`src/rtl/adder.sv`:
```
// ---------------------------------------------------------------------------
// adder : AXI4-Lite-style register slave around a DATA_WIDTH-bit adder.
//
// Software writes operands A and B, then reads SUM and STATUS.
//   0x00 A      RW
//   0x04 B      RW
//   0x08 CTRL   RW (only when ADDER_SUB_EN is defined; bit0 = subtract)
//   0x18 SUM    RO  (A+B or A-B) mod 2^DATA_WIDTH
//   0x1C STATUS RO  bit0 carry-out / borrow, bit1 signed overflow
// Any other, RO or unaligned address answers SLVERR (resp = 1).
//
// Optional feature macro: ADDER_SUB_EN (adds CTRL and the subtract mode).
//
// Ports
//   s1_axi_aclk / s1_axi_aresetn : clock, async active-low reset
//   s1_axi_aw* / s1_axi_w*       : write address / data (wstrb MSB ignored)
//   s1_axi_b*                    : write response
//   s1_axi_ar* / s1_axi_r*       : read address / read data
//
// Handshake: a channel raises its ready for one cycle after it sees the
// request; the transfer completes on that cycle's edge and the response is
// valid on the following cycle, held until the master accepts it.
// ---------------------------------------------------------------------------
module adder #(
  parameter int DATA_WIDTH = 32,
  parameter int ADDR_WIDTH = 8
) (
  input  logic                    s1_axi_aclk,
  input  logic                    s1_axi_aresetn,
  input  logic [ADDR_WIDTH-1:0]   s1_axi_awaddr,
  input  logic                    s1_axi_awvalid,
  output logic                    s1_axi_awready,
  input  logic [DATA_WIDTH-1:0]   s1_axi_wdata,
  input  logic [DATA_WIDTH/8:0]   s1_axi_wstrb,
  input  logic                    s1_axi_wvalid,
  output logic                    s1_axi_wready,
  output logic                    s1_axi_bresp,
  output logic                    s1_axi_bvalid,
  input  logic                    s1_axi_bready,
  input  logic [ADDR_WIDTH-1:0]   s1_axi_araddr,
  input  logic                    s1_axi_arvalid,
  output logic                    s1_axi_arready,
  output logic [DATA_WIDTH-1:0]   s1_axi_rdata,
  output logic                    s1_axi_rresp,
  output logic                    s1_axi_rvalid,
  input  logic                    s1_axi_rready
);

  localparam int NB = DATA_WIDTH / 8;

  localparam logic [ADDR_WIDTH-1:0] ADDR_A      = ADDR_WIDTH'(8'h00);
  localparam logic [ADDR_WIDTH-1:0] ADDR_B      = ADDR_WIDTH'(8'h04);
`ifdef ADDER_SUB_EN
  localparam logic [ADDR_WIDTH-1:0] ADDR_CTRL   = ADDR_WIDTH'(8'h08);
`endif
  localparam logic [ADDR_WIDTH-1:0] ADDR_SUM    = ADDR_WIDTH'(8'h18);
  localparam logic [ADDR_WIDTH-1:0] ADDR_STATUS = ADDR_WIDTH'(8'h1C);

  typedef enum logic {WR_IDLE = 1'b0, WR_RESP = 1'b1} wr_state_t;
  typedef enum logic {RD_IDLE = 1'b0, RD_DATA = 1'b1} rd_state_t;

  wr_state_t               wr_state_r;
  rd_state_t               rd_state_r;
  logic [DATA_WIDTH-1:0]   a_r;
  logic [DATA_WIDTH-1:0]   b_r;
  logic                    awready_r;
  logic                    wready_r;
  logic                    bvalid_r;
  logic                    bresp_r;
  logic                    arready_r;
  logic                    rvalid_r;
  logic                    rresp_r;
  logic [DATA_WIDTH-1:0]   rdata_r;
`ifdef ADDER_SUB_EN
  logic                    ctrl_op_r;
`endif

  logic                    op_sub_s;
  logic [DATA_WIDTH:0]     sum_ext_s;
  logic                    ovf_s;
  logic [DATA_WIDTH-1:0]   status_s;
  logic                    wr_sel_a_s;
  logic                    wr_sel_b_s;
  logic                    wr_sel_ctrl_s;
  logic                    wr_err_s;
  logic [DATA_WIDTH-1:0]   rd_data_s;
  logic                    rd_err_s;
  logic                    unused_strb_s;

  // Byte-lane merge: lanes with their strobe set take the new data.
  function automatic logic [DATA_WIDTH-1:0] merge_bytes(
    input logic [DATA_WIDTH-1:0] old_v,
    input logic [DATA_WIDTH-1:0] new_v,
    input logic [NB-1:0]         strb
  );
    logic [DATA_WIDTH-1:0] res;
    for (int i = 0; i < NB; i++) begin
      res[i*8 +: 8] = strb[i] ? new_v[i*8 +: 8] : old_v[i*8 +: 8];
    end
    return res;
  endfunction

  assign unused_strb_s = s1_axi_wstrb[NB];

`ifdef ADDER_SUB_EN
  assign op_sub_s = ctrl_op_r;
`else
  assign op_sub_s = 1'b0;
`endif

  // Arithmetic core; the extra MSB is carry-out on add and borrow on subtract.
  always_comb begin
    if (op_sub_s) begin
      sum_ext_s = {1'b0, a_r} - {1'b0, b_r};
      ovf_s     = (a_r[DATA_WIDTH-1] != b_r[DATA_WIDTH-1]) &&
                  (sum_ext_s[DATA_WIDTH-1] != a_r[DATA_WIDTH-1]);
    end else begin
      sum_ext_s = {1'b0, a_r} + {1'b0, b_r};
      ovf_s     = (a_r[DATA_WIDTH-1] == b_r[DATA_WIDTH-1]) &&
                  (sum_ext_s[DATA_WIDTH-1] != a_r[DATA_WIDTH-1]);
    end
    status_s = {{(DATA_WIDTH-2){1'b0}}, ovf_s, sum_ext_s[DATA_WIDTH]};
  end

  // Write address decode; full-address match also enforces alignment.
  always_comb begin
    wr_sel_a_s    = 1'b0;
    wr_sel_b_s    = 1'b0;
    wr_sel_ctrl_s = 1'b0;
    case (s1_axi_awaddr)
      ADDR_A:    wr_sel_a_s    = 1'b1;
      ADDR_B:    wr_sel_b_s    = 1'b1;
`ifdef ADDER_SUB_EN
      ADDR_CTRL: wr_sel_ctrl_s = 1'b1;
`endif
      default:   wr_sel_a_s    = 1'b0;
    endcase
    wr_err_s = !(wr_sel_a_s || wr_sel_b_s || wr_sel_ctrl_s);
  end

  // Read data mux; unmapped addresses return zero with SLVERR.
  always_comb begin
    rd_data_s = '0;
    rd_err_s  = 1'b0;
    case (s1_axi_araddr)
      ADDR_A:      rd_data_s = a_r;
      ADDR_B:      rd_data_s = b_r;
`ifdef ADDER_SUB_EN
      ADDR_CTRL:   rd_data_s = {{(DATA_WIDTH-1){1'b0}}, ctrl_op_r};
`endif
      ADDR_SUM:    rd_data_s = sum_ext_s[DATA_WIDTH-1:0];
      ADDR_STATUS: rd_data_s = status_s;
      default: begin
        rd_data_s = '0;
        rd_err_s  = 1'b1;
      end
    endcase
  end

  // Write channel FSM and operand registers.
  always_ff @(posedge s1_axi_aclk or negedge s1_axi_aresetn) begin
    if (!s1_axi_aresetn) begin
      wr_state_r <= WR_IDLE;
      awready_r  <= 1'b0;
      wready_r   <= 1'b0;
      bvalid_r   <= 1'b0;
      bresp_r    <= 1'b0;
      a_r        <= '0;
      b_r        <= '0;
`ifdef ADDER_SUB_EN
      ctrl_op_r  <= 1'b0;
`endif
    end else begin
      case (wr_state_r)
        WR_IDLE: begin
          if (awready_r) begin
            // Ready was up this cycle: this edge is the handshake.
            awready_r <= 1'b0;
            wready_r  <= 1'b0;
            if (s1_axi_awvalid && s1_axi_wvalid) begin
              if (wr_sel_a_s) a_r <= merge_bytes(a_r, s1_axi_wdata, s1_axi_wstrb[NB-1:0]);
              if (wr_sel_b_s) b_r <= merge_bytes(b_r, s1_axi_wdata, s1_axi_wstrb[NB-1:0]);
`ifdef ADDER_SUB_EN
              if (wr_sel_ctrl_s && s1_axi_wstrb[0]) ctrl_op_r <= s1_axi_wdata[0];
`endif
              bresp_r    <= wr_err_s;
              bvalid_r   <= 1'b1;
              wr_state_r <= WR_RESP;
            end
          end else if (s1_axi_awvalid && s1_axi_wvalid && !bvalid_r) begin
            awready_r <= 1'b1;
            wready_r  <= 1'b1;
          end
        end
        WR_RESP: begin
          if (s1_axi_bready) begin
            bvalid_r   <= 1'b0;
            bresp_r    <= 1'b0;
            wr_state_r <= WR_IDLE;
          end
        end
        default: begin
          wr_state_r <= WR_IDLE;
          awready_r  <= 1'b0;
          wready_r   <= 1'b0;
          bvalid_r   <= 1'b0;
          bresp_r    <= 1'b0;
        end
      endcase
    end
  end

  // Read channel FSM; data captured on the handshake edge.
  always_ff @(posedge s1_axi_aclk or negedge s1_axi_aresetn) begin
    if (!s1_axi_aresetn) begin
      rd_state_r <= RD_IDLE;
      arready_r  <= 1'b0;
      rvalid_r   <= 1'b0;
      rresp_r    <= 1'b0;
      rdata_r    <= '0;
    end else begin
      case (rd_state_r)
        RD_IDLE: begin
          if (arready_r) begin
            arready_r <= 1'b0;
            if (s1_axi_arvalid) begin
              rdata_r    <= rd_data_s;
              rresp_r    <= rd_err_s;
              rvalid_r   <= 1'b1;
              rd_state_r <= RD_DATA;
            end
          end else if (s1_axi_arvalid && !rvalid_r) begin
            arready_r <= 1'b1;
          end
        end
        RD_DATA: begin
          if (s1_axi_rready) begin
            rvalid_r   <= 1'b0;
            rresp_r    <= 1'b0;
            rdata_r    <= '0;
            rd_state_r <= RD_IDLE;
          end
        end
        default: begin
          rd_state_r <= RD_IDLE;
          arready_r  <= 1'b0;
          rvalid_r   <= 1'b0;
          rresp_r    <= 1'b0;
          rdata_r    <= '0;
        end
      endcase
    end
  end

  assign s1_axi_awready = awready_r;
  assign s1_axi_wready  = wready_r;
  assign s1_axi_bvalid  = bvalid_r;
  assign s1_axi_bresp   = bresp_r;
  assign s1_axi_arready = arready_r;
  assign s1_axi_rvalid  = rvalid_r;
  assign s1_axi_rresp   = rresp_r;
  assign s1_axi_rdata   = rdata_r;

endmodule

```
`config.mk`:
```
export PLATFORM = sky130hd
export DESIGN_NAME = adder
export DESIGN_NICKNAME = d
export VERILOG_FILES = /design/src/rtl/adder.sv
export SDC_FILE = /design/constraint.sdc
export NUM_CORES = 1
export LEC_CHECK = 0
export ABC_AREA = 0
export BUFFER_PORTS_ARGS = -buffer_cell sky130_fd_sc_hd__clkbuf_2
export CAP_MARGIN = 40
export CORE_MARGIN = 1.5
export CORE_UTILIZATION = 45
export DETAILED_ROUTE_END_ITERATION = 16
export PLACE_DENSITY = 0.66
export SETUP_SLACK_MARGIN = 0.1
export SLEW_MARGIN = 20
export SYNTH_ARGS = -nofsm -noshare
export SYNTH_HDL_FRONTEND = slang
export SYNTH_SLANG_ARGS = --single-unit
```
`constraint.sdc`:
```
create_clock -name s1_axi_aclk -period 7.8 [get_ports s1_axi_aclk]
set_clock_uncertainty 0.1 [all_clocks]
set_input_delay 1.56 -clock s1_axi_aclk [delete_from_list [all_inputs] [get_ports s1_axi_aclk]]
set_output_delay 1.56 -clock s1_axi_aclk [all_outputs]
set_load 0.02 [all_outputs]
```
-- Word level (Yosys, flattened, before mapping)
Cells that the tools add are included.
- input port bits: 60
- logic and storage cells: 92
- output and inout bits: 39
- flip-flop bits (word level): 105
- reduce and logical (&&, ||, !) cells: 23
- bitwise logic cells: 2
- muxes and demuxes: 36
- eq/ne operators: 12
- $add $sub $neg: 1
- operator list (kind ; count):
    32-bit one-hot mux with 4 select lines ; 1
    32-bit 2-to-1 mux ; 3
    32-bit one-hot mux with 2 select lines ; 1
    5-bit AND reduction ; 8
    32-bit by 32-bit adder with 33-bit output ; 1
    1-bit 2-to-1 mux ; 25
    8-bit by 3-bit == test with 1-bit output (second input constant) ; 2
    8-bit by 5-bit == test with 1-bit output (second input constant) ; 2
    8-bit logical NOT ; 2
    2-bit inequality test (second input constant) ; 6
    1-bit one-hot mux with 2 select lines ; 6
    3-bit AND reduction ; 2
    1-bit logical AND ; 4
    4-bit OR reduction ; 1
    1-bit logical NOT ; 3
    1-bit NOT ; 2
    2-bit AND reduction ; 1
    2-bit nonzero test ; 1
    1-bit == test ; 1
    1-bit logical OR ; 1
    1-bit inequality test ; 1

-- Logic depth before layout (Yosys ltp)
Gate-level depths: netlist of the first run.
- depth after elaboration: 7
- mapped depth: 10
- depth with buffers taken out: 10

-- Worst setup path before layout of the first run
Ideal clock, no wire load.
- path kind: input to register
- from: in s1_axi_awaddr[5]
- to: reg a_r[0]
- setup time: 0.125 ns
- slack: 4.330 ns
- stages: 6
- arrival time: 3.246 ns
- data required time: 7.575 ns
- path buffers: 1
- cells stage by stage: or4_1 -> nor4_1 -> nand2b_1 -> clkbuf_1 -> nor2_4 -> mux2_2
- word-level cells in the longest chain between the ends: 3
- RTL lines (element ; line ; source):
    from (decl) ; 30 ; input logic [ADDR_WIDTH-1:0] s1_axi_awaddr,
    8-bit logical NOT ; 130 ; case (s1_axi_awaddr)
    1-bit 2-to-1 mux ; 130 ;
    5-bit AND reduction (no source line) ; n/a ;
    to (signal assigned) ; 181 ; if (wr_sel_a_s) a_r <= merge_bytes(a_r, s1_axi_wdata, s1_axi_wstrb[NB-1:0]);
    to (decl) ; 64 ; logic [DATA_WIDTH-1:0] a_r;
Every way passes these cells.
A chain may end at the register's enable or synchronous reset.

-- Worst setup path after layout of the first run
- from: in s1_axi_awaddr[5]
- to: reg b_r[25]
- word-level cells in the longest chain between the ends: 3
- RTL lines (element ; line ; source):
    8-bit by 3-bit == test with 1-bit output ; 130 ;
    1-bit 2-to-1 mux ; 130 ;
    5-bit AND reduction (no source line) ; n/a ;
    to (signal assigned) ; 182 ; if (wr_sel_b_s) b_r <= merge_bytes(b_r, s1_axi_wdata, s1_axi_wstrb[NB-1:0]);
    to (decl) ; 65 ; logic [DATA_WIDTH-1:0] b_r;
Every way passes these cells.

==> metrics.txt, run 1 <==
DR vias/cell=5.898; CP startpoint kind=primary input; Longest Clk Path Bufs=2; most common cell after layout, fill and taps aside=dfrtp_1; dpl ws=3.782 ns; Synth warnings=0; post-CTS setup buffer count=0; final core area utilization=0.5411; DRT Wirelength=15020 µm; CP Max Fanout=8; most frequent cells in the layout=dfrtp_1, clkbuf_2, mux2_2, nand2_1, ha_1; largest net degree at the start of global routing=70; share of cells above drive strength 1=0.3040; CTS-repair resized insts=0; critical path's largest stage delay=0.51 ns; Hold Crit Depth=2; total track usage=0.2216; Clk pin slew, worst setup/hold paths=about 0.070 ns; routed vias=4996; vias in the first global route=just over 5000; DR pass1 iterations=5; # nets final=759; post-synth cell types=65; arrival time worst endpoint=3.78 ns; worst path required time=7.94 ns; H-Tree Depth=3; multi-input combinational cell area=3441 µm²; initial antenna violation count=0; critical path cell sequence=clkbuf_2 -> or4_1 -> nor4_1 -> nand2_1 -> nor2_2 -> mux2_2; Residual DRC=0; static leakage=approximately 3.6 nW; ant diodes=0; Mapped Cells=574; r2r worst-path depth=8; first-pass GRT wire length=about 25000 µm; post-layout minimum cycle time=~3.6 ns; hold-fix buffers at CTS=0; #FFs+latches synth=105; post-synthesis sequential area ratio=0.4255; prevailing post-synth register cell=dfrtp_1; Fillers=between 1000 and 1500; max-cap violations=0; Congestion Overflow GR=0; final setup fails=0; WL/cell=17.73 µm; CTS Sinks=105; Port Buffers=97; TritonCTS Buffers=9; sequential cell area=~2600 µm²; fin crit share=0.4672; Post-synth ARST share=1.000; Worst Setup End Kind=register; Avg Synthesized Cell Area=10.76 µm²; critical path depth in cells=6; CTS tree=done; Max Slew Vio Count=0; synthesized area=6175 µm²; DIE AREA=14430 µm²; row cnt=42; status=finished, final reports clean; clock latency on the worst-skew pair=0.36 ns; Tightest Pin Transition=0.6431 ns; final cell count without fillers=847; Post-DRT Antenna Nets=0; Die Wd=120.1 µm; Slew headroom=0.5713; # IOs=between 90 and 100; Hold Vio Cnt, Final=0; Post-DP HPWL=10750 µm; Placer Congestion=1.027; initial DRC count=273; initial cell density of the core=0.4644; Power Dens Cells=155.4 nW/µm²; area delta synth->final=16.51%; setup tns final=0 ns; Core ar.=approximately 13000 µm²; CP Class=in -> reg; worst path bufs/invs=1; Final Worst Setup Slack=between 4 and 5 ns; Max Freq=about 270 MHz; critical path's top delay family=simple AND/OR/NAND/NOR gates; Post-synth EDFFs=0; Mapped Nets=667; placed insts=829; RSZ-0062 raised after global routing=no; critical path's slowest cell=nor2_2; peak supply drop=103.2 µV; Reg2Reg Setup Slack=4.79 ns; Die H=120.1 µm; path type of the worst min-delay path=reg -> reg; CTS Root Cell=clkbuf_16
==> kinds of logic after synthesis <==
group | after synthesis | share of synthesized area
and+or+nand+nor | 137 | 0.1112
adders and majority gates | 33 | 0.06808
DFF | 105 | 0.4255
xor gates and xnor gates | 25 | 0.03546
muxes | 95 | 0.1672
buffers and inverters | 28 | 0.01783
AOI/OAI and AO/OA | 151 | 0.1747
==> area by class of cell <==
| cell class | count | area share |
|---|---|---|
| multi-input cells | 441 | 0.4783 |
| flip-flops and latches | 105 | 0.3652 |
| repair buffers | 104 | 0.08035 |
| clock buffers | 14 | 0.03809 |
| well taps | 176 | 0.03061 |
| clock inverters | 2 | 0.004870 |
| inverters | 5 | 0.002609 |
==> per-layer routing <==
metal / global-route usage / up-vias / wire length [µm]
met2: 0.3432 / 167 / 6896
met4: 0.07887 / 0 / 354
met3: 0.05133 / 26 / 931
li1: - / 2344 / -
met5: 0 / - / 0
met1: 0.3044 / 2459 / 6834
==> stage by stage <==
stage / power (W) / cell area [µm²] / hold slack (ns)
after floorplan: 0.0006081 / 6175 / 0.4073
after global placement: 0.0006496 / 6825 / 0.3776
after detailed placement: 0.0006529 / 6853 / 0.3787
after CTS: 0.001127 / 7162 / 0.3964
after global routing: 0.001162 / 7194 / 0.4128
final: 0.001118 / 7194 / 0.3935
==> report_power, final <==
part	switching (W)	internal (W)
combinational	0.0000484	0.0000308
clock	0.000199	0.000275
sequential	0.00000964	0.000555
==> flip-flops by register name (all words and copies together) (netlist names) <==
| register | cells |
|---|---|
| s1_axi_rdata | 32 |
| s1_axi_awready | 1 |
| wr_state_r | 1 |
| s1_axi_bresp | 1 |
| b_r | 32 |
| s1_axi_arready | 1 |
| s1_axi_rresp | 1 |
| rd_state_r | 1 |
| s1_axi_rvalid | 1 |
| s1_axi_wready | 1 |
| s1_axi_bvalid | 1 |
| a_r | 32 |
==> cells in the mapped netlist, types with 5 or more instances <==
cell type	count	area [µm²]
dfrtp_1	105	2628
mux2_2	65	732.0
nand2_1	47	176.4
a21oi_1	32	160.2
ha_1	32	400.4
mux2i_1	30	300.3
nor2_1	27	101.4
o21ai_0	25	125.1
xnor2_1	19	166.4
a21o_1	18	135.1
o221ai_1	17	148.9
clkbuf_1	16	60.06
nand3_1	14	70.07
a22o_1	8	70.07
nor2b_1	8	50.05
o22ai_1	7	43.79
nand4_1	6	37.54
nor3_1	6	30.03
xor2_1	6	52.55
a211oi_1	5	37.54
inv_1	5	18.77
==> worst min-delay path: stages, from the launching register on <==
cell and delay (ns):
dfrtp_1 0.35, nand2_1 0.05, o221ai_1 0.06
==> final timing paths <==
kind | startpoint | to
max | s1_axi_awaddr[5] | b_r[25]
min | s1_axi_rdata[7] | s1_axi_rdata[7]
max reg2reg | b_r[13] | s1_axi_rdata[30]
min reg2reg | s1_axi_rdata[7] | s1_axi_rdata[7]
max in group asynchronous | s1_axi_aresetn | s1_axi_rdata[25]
min in group asynchronous | s1_axi_aresetn | a_r[6]
No activity file was read; power rests on OpenSTA's default activity.
==> run 2: changes to the inputs <==
ABC_AREA = 1   (was 0)
PLACE_DENSITY = 0.67   (was 0.66)
clock period = 3.2 ns   (was 7.8 ns; I/O delays follow)
==> run 2 against run 1 <==
Sequential power up 150%. Critical path type is now reg -> reg. Global-route usage up 2.0 points. Cell area up 14%. Critical path depth up 7. Largest power group unchanged.
==> metrics.txt, run 2 <==
Mapped Nets=between 1000 and 1500; worst path required time=3.35 ns; Top cell by count, worst path=nand2_1; post-synth cell types=35; clock latency on the worst-skew pair=0.36 ns; reg2reg start=a_r[0]; CTS Sinks=105; final core area utilization=0.5201; Die Wd=130.2 µm; Post-synth EDFFs=0; Power Dens Cells=355.1 nW/µm²; post-synth top area share=0.3610; DRT Wirelength=just under 20000 µm; Tightest Pin Transition=0.6481 ns; CTS tree=done; Hold Vio Cnt, Final=0; post-synth top area cell=dfrtp_1; Residual DRC=0; static leakage=roughly 4.9 nW; CTS Root Cell=clkbuf_16; Die H=130.2 µm; max-cap violations=0; # IOs=99; cell with the most instances after synthesis=nand2_1; worst path bufs/invs=0; Post-DRT Antenna Nets=0; dpl ws=~0.64 ns; top cells by count, synth=nand2_1, inv_1, dfrtp_1; Pwr Total=just under 0.003 W; share of cells above drive strength 1=0.1096; Synth warnings=0; Longest Clk Path Bufs=2; hold-fix buffers at CTS=0; routed vias=6934; area delta synth->final=13.10%; Reg2Reg Setup Slack=approximately 0.66 ns; row cnt=46; TritonCTS Buffers=9; initial cell density of the core=0.4598; path type of the worst min-delay path=in -> async; H-Tree Depth=3; ant diodes=0; critical path's top delay family=simple AND/OR/NAND/NOR gates; Max Freq=around 390 MHz; total track usage=0.2416; RSZ-0062 raised after global routing=no; Final Worst Setup Slack=0.6601 ns; Core ar.=between 15000 and 20000 µm²; Congestion Overflow GR=0; Post-DP HPWL=15090 µm; most frequent cells in the layout=nand2_1, inv_1, dfrtp_1, clkbuf_2, nand3_1; Max Slew Vio Count=0; ranking of synthesized cells by area=dfrtp_1, nand2_1, inv_1; DR pass1 iterations=5; DR vias/cell=4.849; initial DRC count=524; post-synthesis sequential area ratio=0.3610; Mapped Cells=1120; Avg Synthesized Cell Area=approximately 6.5 µm²; Port Buffers=97; post-CTS setup buffer count=0; r2r worst-path depth=13; Fillers=1626; Critical R2R Capture=s1_axi_rdata[16]; critical path's slowest cell=fa_1; #FFs+latches synth=105; CP Class=reg -> reg; Placer Congestion=~0.96; multi-input combinational cell area=3811 µm²; DIE AREA=~17000 µm²; fin crit share=0.7937; CP Max Fanout=4; vias in the first global route=6217; first-pass GRT wire length=~32000 µm; initial antenna violation count=0; most common cell after layout, fill and taps aside=nand2_1; sequential cell area=2628 µm²; WL/cell=13.61 µm; critical path's largest stage delay=0.46 ns; CP startpoint kind=register; # nets final=roughly 1300; critical path cell sequence=ha_1 -> fa_1 -> nand3_1 -> nand3_1 -> nand2_1 -> nand2_1 -> nand2_1 -> nand2_1 -> or2_2 -> nand3_1 -> nand3_1 -> nand2_1 -> nand2_1; Post-synth ARST share=1.000; arrival time worst endpoint=2.69 ns; post-layout minimum cycle time=2.540 ns; peak supply drop=270.6 µV; largest net degree at the start of global routing=57; prevailing post-synth register cell=dfrtp_1; final setup fails=0; setup tns final=0 ns; Worst Setup End Kind=register; Clk pin slew, worst setup/hold paths=0.07 ns; synthesized area=7278 µm²; status=finished, final reports clean; Slew headroom=0.5679; CTS-repair resized insts=0
run 2: cell count changes in the layout (fill, tap and decap cells not counted), moves of 8 or more:
cell and change:
nand3_1 +78, inv_1 +170, nor2_1 +35, nand2_1 +425, mux2i_1 -29, xnor2_1 -14
o21ai_0 +51, o221ai_1 -17, a21o_1 -17, nor2b_1 -8, mux2_2 -65
run 2: through the flow:
stage | std cells | instance area, µm² | hold WS (ns)
after global routing | 1430 | 8232 | 0.2438
after floorplan | 1120 | 7278 | 0.2444
after detailed placement | 1414 | 7919 | 0.3671
after CTS | 1430 | 8232 | 0.2185
after global placement | 1414 | 7919 | 0.3643
final | 1430 | 8232 | 0.1935
run 2: logic make-up (layout without fill, tap and decap cells):
| group | count (synthesis) | count (layout) | synth area share |
|---|---|---|---|
| AO/OA/AOI/OAI | 118 | 118 | 0.08664 |
| multiplexers | 1 | 1 | 0.001375 |
| XOR/XNOR | 6 | 6 | 0.007220 |
| adder cells (fa/ha/maj) | 33 | 33 | 0.05776 |
| buffers and inverters | 202 | 296 | 0.1166 |
| AND/OR/NAND/NOR | 655 | 655 | 0.3694 |
| flip-flops | 105 | 105 | 0.3610 |
run 2: worst reg2reg max path, stage by stage, from the launching register on:
cell	delay [ns]
dfrtp_1	0.41
ha_1	0.25
fa_1	0.46
nand3_1	0.10
nand3_1	0.14
nand2_1	0.10
nand2_1	0.12
nand2_1	0.09
nand2_1	0.09
or2_2	0.28
nand3_1	0.07
nand3_1	0.09
nand2_1	0.08
nand2_1	0.05
run 2: cell type report:
class | count | share of cell area
Clock buffer | 11 | 0.02827
Clock inverter | 5 | 0.009728
Inverter | 177 | 0.08071
Multi-Input combinational cell | 813 | 0.4630
Sequential cell | 105 | 0.3192
Tap cell | 216 | 0.03283
Timing Repair Buffer | 103 | 0.06627
run 2: per-layer routing:
layer	track usage	part of all wire	vias to the layer above
li1	-	-	3654
met1	0.3710	0.52	3057
met2	0.3471	0.40	204
met3	0.03977	0.059	19
met4	0.06797	0.015	0
met5	0	0	-
run 2: how the worst max path moves through the flow:
stage	slack, ns	from	endpoint	cells past startpoint
3_3_place_gp	0.63	s1_axi_araddr[6]	s1_axi_rdata[1]	10
6_report	0.66	a_r[0]	s1_axi_rdata[16]	13
2_1_floorplan	1.03	a_r[0]	s1_axi_rdata[16]	13
3_5_place_dp	0.64	s1_axi_araddr[1]	s1_axi_rdata[1]	8
5_1_grt	0.49	a_r[0]	s1_axi_rdata[16]	13
4_1_cts	0.66	a_r[0]	s1_axi_rdata[16]	13
run 2: where the power goes:
part	leakage [nW]	internal (W)	total [W]	switching, W
combinational	3.28	0.000110	0.000334	0.000225
clock	0.146	0.000685	0.00118	0.000493
sequential	1.45	0.00138	0.00141	0.0000340
total	4.88	0.00217	0.00292	0.000752
==> run 3: changes to the inputs <==
clock period = 2.15 ns   (was 3.2 ns; I/O delays follow)
==> run 3 against run 2 <==
Critical path depth did not move. Hold slack got worse by 0.15 ns. The run now ends with negative setup slack left. Cell area rose by 23%. Register-to-register slack got worse by 0.68 ns. Critical path type unchanged. Maximum frequency rose by 17%. Cell count rose by 7.2%. Via count rose by 10%. First-iteration DRC count fell by 12%. Non-clock buffer count rose by 103. Combinational power rose by 60%.
==> metrics.txt, run 3 (same netlist as run 2, synthesis figures left out) <==
RSZ-0062 raised after global routing=yes; post-layout minimum cycle time=2.168 ns; Fillers=1411; hold-fix buffers at CTS=0; TritonCTS Buffers=9; Clk pin slew, worst setup/hold paths=0.07 ns; Congestion Overflow GR=0; hold_ws=0.04400 ns; row cnt=between 40 and 50; Worst setup startpoint=a_r[0]; most frequent cells in the layout=nand2_1, inv_1, dfrtp_1, clkbuf_2, buf_4; initial cell density of the core=0.4598; path type of the worst min-delay path=in -> async; Core ar.=15830 µm²; Die Wd=between 100 and 150 µm; CP Max Fanout=4; ant diodes=0; final cell count without fillers=1533; total track usage=0.2613; CTS Sinks=105; critical path's largest stage delay=0.40 ns; # IOs=99; Post-DP HPWL=16130 µm; fin crit share=1.009; critical path's slowest cell=fa_2; Residual DRC=0; vias in the first global route=a little over 7000; static leakage=5.632 nW; peak supply drop=356.2 µV; final setup fails=2; Hold Vio Cnt, Final=0; Power Dens Cells=slightly above 400 nW/µm²; status=finished, violations left; largest net degree at the start of global routing=about 110; Tightest Pin Transition=about 0.56 ns; area delta synth->final=39.47%; clock latency on the worst-skew pair=0.35 ns; Critical R2R Capture=s1_axi_rdata[16]; Port Buffers=97; DRT Wirelength=21950 µm; Final Worst Setup Slack=-0.01841 ns; placed insts=~1500; # nets final=about 1400; reg2reg start=a_r[0]; Top cell by count, worst path=nand3_2; CTS tree=done; most common cell after layout, fill and taps aside=nand2_1; r2r worst-path depth=13; DIE AREA=16950 µm²; initial DRC count=461; Max Slew Vio Count=0; worst path required time=2.30 ns; CTS Root Cell=clkbuf_16; CP Class=reg -> reg; DR pass1 iterations=8; Slew headroom=0.6249; Die H=130.2 µm; share of cells above drive strength 1=0.3181; arrival time worst endpoint=about 2.3 ns; Post-DRT Antenna Nets=0; Worst Setup End Kind=register; H-Tree Depth=3; CP startpoint kind=register; routed vias=between 7000 and 8000; first-pass GRT wire length=34620 µm; WL/cell=14.32 µm; Max Freq=approximately 460 MHz; max-cap violations=0; initial antenna violation count=0; critical path cell sequence=ha_2 -> fa_2 -> nand3_2 -> nand3_4 -> nand2_4 -> nand2_4 -> nand2_2 -> nand2_2 -> or2_4 -> nand3_2 -> nand3_2 -> nand2_1 -> nand2_1; Placer Congestion=slightly above 0.9; Pwr Total=0.004208 W; Longest Clk Path Bufs=2; failing checks=negative setup slack; DR vias/cell=4.993; Reg2Reg Setup Slack=-0.02 ns
## run 3: cell types whose count changed in the layout (fill, tap and decap cells not counted), moves of 15 or more
cell	delta
nand2_1	-72
nand2_4	+15
ha_1	-31
ha_4	+30
buf_4	+88
nand3_1	-25
nor2_2	+17
nand2_2	+56
nand3_2	+18
nor2_1	-26
## run 3: power breakdown
group          switching [W]  leakage (nW)  internal [W]  total (W)
Sequential         0.0000495          1.45       0.00205    0.00210
Combinational       0.000343          4.06      0.000191   0.000535
Clock               0.000756         0.129      0.000820    0.00158
## run 3: what timing repair did
action                                 4_1_cts  5_1_grt
setup endpoints to repair                   31       31
endpoints found under the hold margin        0        0
resized for setup                           53      187
setup buffers                                2       13
pin swaps                                   13       76
## run 3: cell type report
type,instances,area (µm²),area share
inverter,177,664.4,0.06545
clock inverter,4,28.78,0.002835
tap,216,270.3,0.02662
sequential,105,2633,0.2593
clock buffer,12,246.5,0.02428
multi-input combinational,813,4890,0.4817
timing repair buffer,206,1419,0.1398
## run 3: routing by layer
layer	GRT usage	vias to the layer above	share of wire
li1	-	3863	-
met2	0.3991	255	0.43
met5	0	-	0
met1	0.3805	3492	0.48
met3	0.03813	44	0.064
met4	0.08235	0	0.025
## run 3: how the worst max path moves through the flow
stage                     slack [ns]               end  cells after the start
final                          -0.02  s1_axi_rdata[16]                     13
after global routing           -0.09  s1_axi_rdata[16]                     13
after CTS                       0.03  s1_axi_rdata[16]                     13
after detailed placement       -0.06   s1_axi_rdata[1]                     14
after global placement         -0.04   s1_axi_rdata[1]                     14
after floorplan                 0.11  s1_axi_rdata[15]                     11
## run 3: metrics by stage
step                      instance area [µm²]  setup slack (ns)  setup TNS (ns)  utilization
after global routing                    10150          -0.08600         -0.3615       0.6413
after floorplan                          7303            0.1099               0            -
after CTS                                9233           0.03106               0       0.5833
after global placement                   8667          -0.04331         -0.1161       0.5476
final                                   10150          -0.01841        -0.03490       0.6413
after detailed placement                 8667          -0.06249         -0.2023       0.5476
## run 3: critical path, delay by kind of cell, from the launching register on
kind	cells	cell delay, ns
AND/OR/NAND/NOR	11	0.96
adder cells (fa/ha/maj)	2	0.60
flip-flops	1	0.39
